[src/rtl/fifo_rd_streamer.sv]
// fifo_rd_streamer
//   Reads words from a synchronous FIFO read port (one-cycle read latency)
//   and presents them as a valid/ready stream grouped into PKT_LEN-word
//   packets. A 3-entry skid queue absorbs the read latency, so the stream
//   runs at one word per cycle when the FIFO and the consumer keep up.
//
// Ports
//   rclk, rrst_n    read-domain clock, asynchronous active-low reset
//   empty           FIFO empty flag (registered inside the FIFO)
//   data_out        FIFO read data, valid the cycle after an accepted read
//   r_en            FIFO read request; accepted at an edge with r_en & !empty
//   flush           synchronous discard of buffered and in-flight words
//   m_valid/m_ready output handshake
//   m_data, m_last  oldest buffered word, final-word-of-packet marker
//   buf_cnt         number of words held in the queue (0..3)
//
// Handshake: a word transfers at a rising edge where m_valid=1 and m_ready=1.
// Once m_valid rises, m_data/m_last hold until that transfer (or a flush or
// reset). m_valid never depends on m_ready, and r_en never depends on m_ready.
module fifo_rd_streamer #(
  parameter int DATA_WIDTH = 8,
  parameter int PKT_LEN    = 4
) (
  input  logic                  rclk,
  input  logic                  rrst_n,
  input  logic                  empty,
  input  logic [DATA_WIDTH-1:0] data_out,
  output logic                  r_en,
  input  logic                  flush,
  output logic                  m_valid,
  input  logic                  m_ready,
  output logic [DATA_WIDTH-1:0] m_data,
  output logic                  m_last,
  output logic [1:0]            buf_cnt
);

  localparam logic [7:0] LAST_BEAT = 8'(PKT_LEN - 1);

  logic [DATA_WIDTH-1:0] mem [3];
  logic [1:0]            head;
  logic [1:0]            tail;
  logic [1:0]            count;
  logic                  pend;      // a read was accepted last edge; data_out is live
  logic [7:0]            beat_cnt;
  logic                  push;
  logic                  pop;

  function automatic logic [1:0] ptr_inc(input logic [1:0] p);
    return (p == 2'd2) ? 2'd0 : p + 2'd1;
  endfunction

  // Issue a read only if the queue still has room once the in-flight word
  // lands; this is what keeps the 3-entry queue from ever overflowing.
  assign r_en    = !empty && !flush && (({1'b0, count} + {2'b00, pend}) <= 3'd2);
  assign push    = pend && !flush;
  assign pop     = m_valid && m_ready;

  assign m_valid = (count != 2'd0);
  assign m_data  = mem[head];
  assign m_last  = m_valid && (beat_cnt == LAST_BEAT);
  assign buf_cnt = count;

  // Storage has no reset: nothing is readable while count is 0.
  always_ff @(posedge rclk) begin
    if (push) begin
      mem[tail] <= data_out;
    end
  end

  always_ff @(posedge rclk or negedge rrst_n) begin
    if (!rrst_n) begin
      head     <= 2'd0;
      tail     <= 2'd0;
      count    <= 2'd0;
      pend     <= 1'b0;
      beat_cnt <= 8'd0;
    end else if (flush) begin
      // Clearing pend here is what drops the word returning next cycle.
      head     <= 2'd0;
      tail     <= 2'd0;
      count    <= 2'd0;
      pend     <= 1'b0;
      beat_cnt <= 8'd0;
    end else begin
      pend <= r_en;
      if (push) begin
        tail <= ptr_inc(tail);
      end
      if (pop) begin
        head     <= ptr_inc(head);
        beat_cnt <= (beat_cnt == LAST_BEAT) ? 8'd0 : beat_cnt + 8'd1;
      end
      case ({push, pop})
        2'b10:   count <= count + 2'd1;
        2'b01:   count <= count - 2'd1;
        default: count <= count;
      endcase
    end
  end

endmodule

[config.mk]
export PLATFORM = sky130hd
export DESIGN_NAME = fifo_rd_streamer
export DESIGN_NICKNAME = d
export VERILOG_FILES = /design/src/rtl/fifo_rd_streamer.sv
export SDC_FILE = /design/constraint.sdc
export NUM_CORES = 1
export LEC_CHECK = 0
export ABC_AREA = 1
export BUFFER_PORTS_ARGS = -buffer_cell sky130_fd_sc_hd__buf_2
export CORE_MARGIN = 2
export CORE_UTILIZATION = 60
export CTS_CLUSTER_SIZE = 20
export DETAILED_ROUTE_END_ITERATION = 10
export PLACE_DENSITY_LB_ADDON = 0.15
export RECOVER_POWER = 100
export SETUP_SLACK_MARGIN = 0.02
export SLEW_MARGIN = 10
export SYNTH_ARGS = -nofsm -noshare
export SYNTH_HDL_FRONTEND = slang
export SYNTH_SLANG_ARGS = --single-unit
export TNS_END_PERCENT = 20
[constraint.sdc]
create_clock -name rclk -period 2.3 [get_ports rclk]
set_clock_uncertainty 0.05 [all_clocks]
set_input_delay 0.46 -clock rclk [delete_from_list [all_inputs] [get_ports rclk]]
set_output_delay 0.46 -clock rclk [all_outputs]
set_load 0.05 [all_outputs]
==> flow_summary.toml <==
[power_and_ir_drop]
switching_share = 0.406
p_leak_nw = 0.951
switchingPower_uw = 856
pwr-share-clk = 0.213
p_int_mw = 1.25
p_seq_frac = 0.398
vdd_drop_max_uv = 655
power_density_nw_per_um2 = 972
power_frac_comb = 0.389

[die]
die-area_sq_um = 3470
die_y_um = 58.9
core_area_sq_um = 2810
initial_utilization = 0.644
ios = 26
rows = 19
dieWidth_um = 58.9

[finish]
drive_gt1_frac = 0.268
seqCellArea_sq_um = 1100
syn_to_final_growth_pct = 20.1
layout.cells.most_common = "nand2_1"
diodes = 0
final_cell_mix = "nand2_1 (57), edfxtp_1 (24), nand3_1 (19)"
nets = 240
nFillCells = 188
multiInputGateArea_sq_um = 681

[worst_setup_path]
worst-setup-path-type = "reg2out"
critPathRequiredTime_ns = 1.79
r2r_start = "pend$_DFF_PN0_"
endpoint = "r_en"
cp_max_fo = 2
worstSetupStartpoint = "pend$_DFF_PN0_"
startpoint_type = "flop"
reg2reg_to = "mem[2][0]$_DFFE_PP_"
cp.arrival_ns = 1.81
crit_path_end_kind = "output port"
rrSetupSlack_ns = 0.78
rr_worst_depth = 5

[yosys]
syn_avg_cell_area_sq_um = 9.87
synth_top_cell_area_share = 0.399
synth_nets = 200
yosysSeqAreaShare = 0.607
ys_ff_latch = 39
ys_types = 22
synth_top_area_cell = "edfxtp_1"
netlist_area_sq_um = 1810
synth_warnings = 0
synth_area_leaders = "edfxtp_1 (40%), dfrtp_1 (21%), nand2_1 (12%), nand3_1 (5.3%), ha_1 (2.8%)"
synth_cells = 183

[clocking]
clock_latency_ns = 0.33
cts_tree = "yes"
cts.root.buffer_cell = "clkbuf_4"
cts_made_buffers = 5
ctsHtreeMaxLevel = 2
cts.sinks = 39
clock_path_buffers = 2
cts.clk_slew.worst_paths_ns = 0.12

[min_path]
min_path_type = "in2reg"

[drt]
via_per_inst = 5.60
via_count = 1428
drt_pass1_iterations = 7
detail-route-antenna-nets = 0
wl_per_cell_um = 14.6
drt_first_iter_violations = 59
drc_errors = 1
finalWirelength_um = 3720

[grt]
grt_pass1_wl_um = 5550
grt_overflow = 0
grt_pass1_vias = 1363
antenna_found_initial = 0
grt_max_degree = 17
grt_usage = 0.217

[sta]
max_freq_mhz = 432
grt_setup_unrepaired = "yes"
finalMaxSlewViolations = 0
fin_crit_ns = 2.32
setup_viol = 1
holdWs_ns = 0.270
worst-slew-pin-transition_ns = 0.854
hold_viol_final = 0
setup_ws_ns = -0.0160
finalCritPeriodShare = 1.01
slew_headroom = 0.431
setup-tns-final_ns = -0.0160

[outcome]
failed_checks = "DRC, setup timing"
outcome = "finished, violations left"

[job]
drv_cap = 0

[place]
dp_hpwl_um = 2450
port_buffers = 25
gp_congestion = 0.833
critical path, cell delays in order (launching register included):
cell and delay (ns):
dfrtp_1 0.43, ha_4 0.18, buf_4 0.13, ha_2 0.18
nor3_4 0.17, o21ai_2 0.10, nor2_4 0.12, buf_8 0.15
cell families after synthesis:
| group | after synthesis | share of synthesized area |
|---|---|---|
| flops | 39 | 0.607 |
| compound gates | 10 | 0.0305 |
| simple gates | 110 | 0.291 |
| fa+ha+maj | 4 | 0.0277 |
| buf+inv | 20 | 0.0443 |
power groups by stage:
stage	Sequential [mW]	Combinational [mW]	Clock, mW
floorplan	0.889	0.516	0
global placement	0.851	0.703	0
detailed placement	0.855	0.724	0
CTS	0.831	0.766	0.453
global route	0.845	0.879	0.481
finish	0.840	0.820	0.449
synthesized netlist by cell type:
library cell and n:
clkbuf_4 1, nor2_2 3, buf_2 1, nor2_4 1, nand4_1 8, inv_2 5
nor3_1 2, nand3_1 19, nor2_8 1, inv_1 13, o21ai_0 2, ha_1 4
o21bai_1 1, o21ai_1 4, nand2_1 57, nand2_4 4, o22ai_1 2, edfxtp_1 24
nand2_2 2, nor2_1 13, dfrtp_1 15, a21oi_1 1
metrics by stage:
step | setup WS [ns] | cells | utilization | cell area [sq um] | power (mW)
floorplan | 0.106 | 183 | - | 1820 | 1.40
global placement | 0.240 | 242 | 0.715 | 2000 | 1.55
detailed placement | 0.173 | 242 | 0.715 | 2000 | 1.58
CTS | 0.0529 | 253 | 0.758 | 2130 | 2.05
global route | -0.0801 | 255 | 0.773 | 2170 | 2.20
finish | -0.0160 | 255 | 0.773 | 2170 | 2.11
how the worst min path moves through the flow:
stage / start / to / cells after the start
after global routing: empty / pend$_DFF_PN0_ / 2
after detailed placement: rrst_n / beat_cnt[5]$_DFFE_PN0P_ / 1
final: empty / pend$_DFF_PN0_ / 2
after floorplan: rrst_n / beat_cnt[0]$_DFFE_PN0P_ / 0
after CTS: empty / pend$_DFF_PN0_ / 2
after global placement: rrst_n / beat_cnt[5]$_DFFE_PN0P_ / 1
state kept, by name, indices dropped and copies added (netlist names):
signal	cells
beat_cnt	8
pend	1
head	2
tail	2
buf_cnt	2
mem	24
cell type report:
class                   instances  area share
clock buffers                   5      0.0173
clock inverters                 3      0.0202
inverters                      18      0.0311
multi-input cells             124       0.314
flip-flops and latches         39       0.506
well taps                      31      0.0179
repair buffers                 35      0.0934
repair_timing:
item / in CTS / in global routing
gates cloned: 0 / 0
gates resized for setup: 5 / 9
pin swaps: 0 / 4
hold endpoints to repair: 15 / 0
setup buffers: 2 / 2
setup endpoints to repair: 1 / 1
hold buffers: 1 / 0
layer usage:
| metal | GRT usage | up-vias | wire (um) |
|---|---|---|---|
| met1 | 0.276 | 666 | 1530 |
| met2 | 0.356 | 61 | 1900 |
| met4 | 0.104 | 0 | 53 |
| met3 | 0.0462 | 8 | 238 |
| li1 | - | 693 | - |
| met5 | 0 | - | 0 |
No activity file was read; power rests on OpenSTA's default activity.
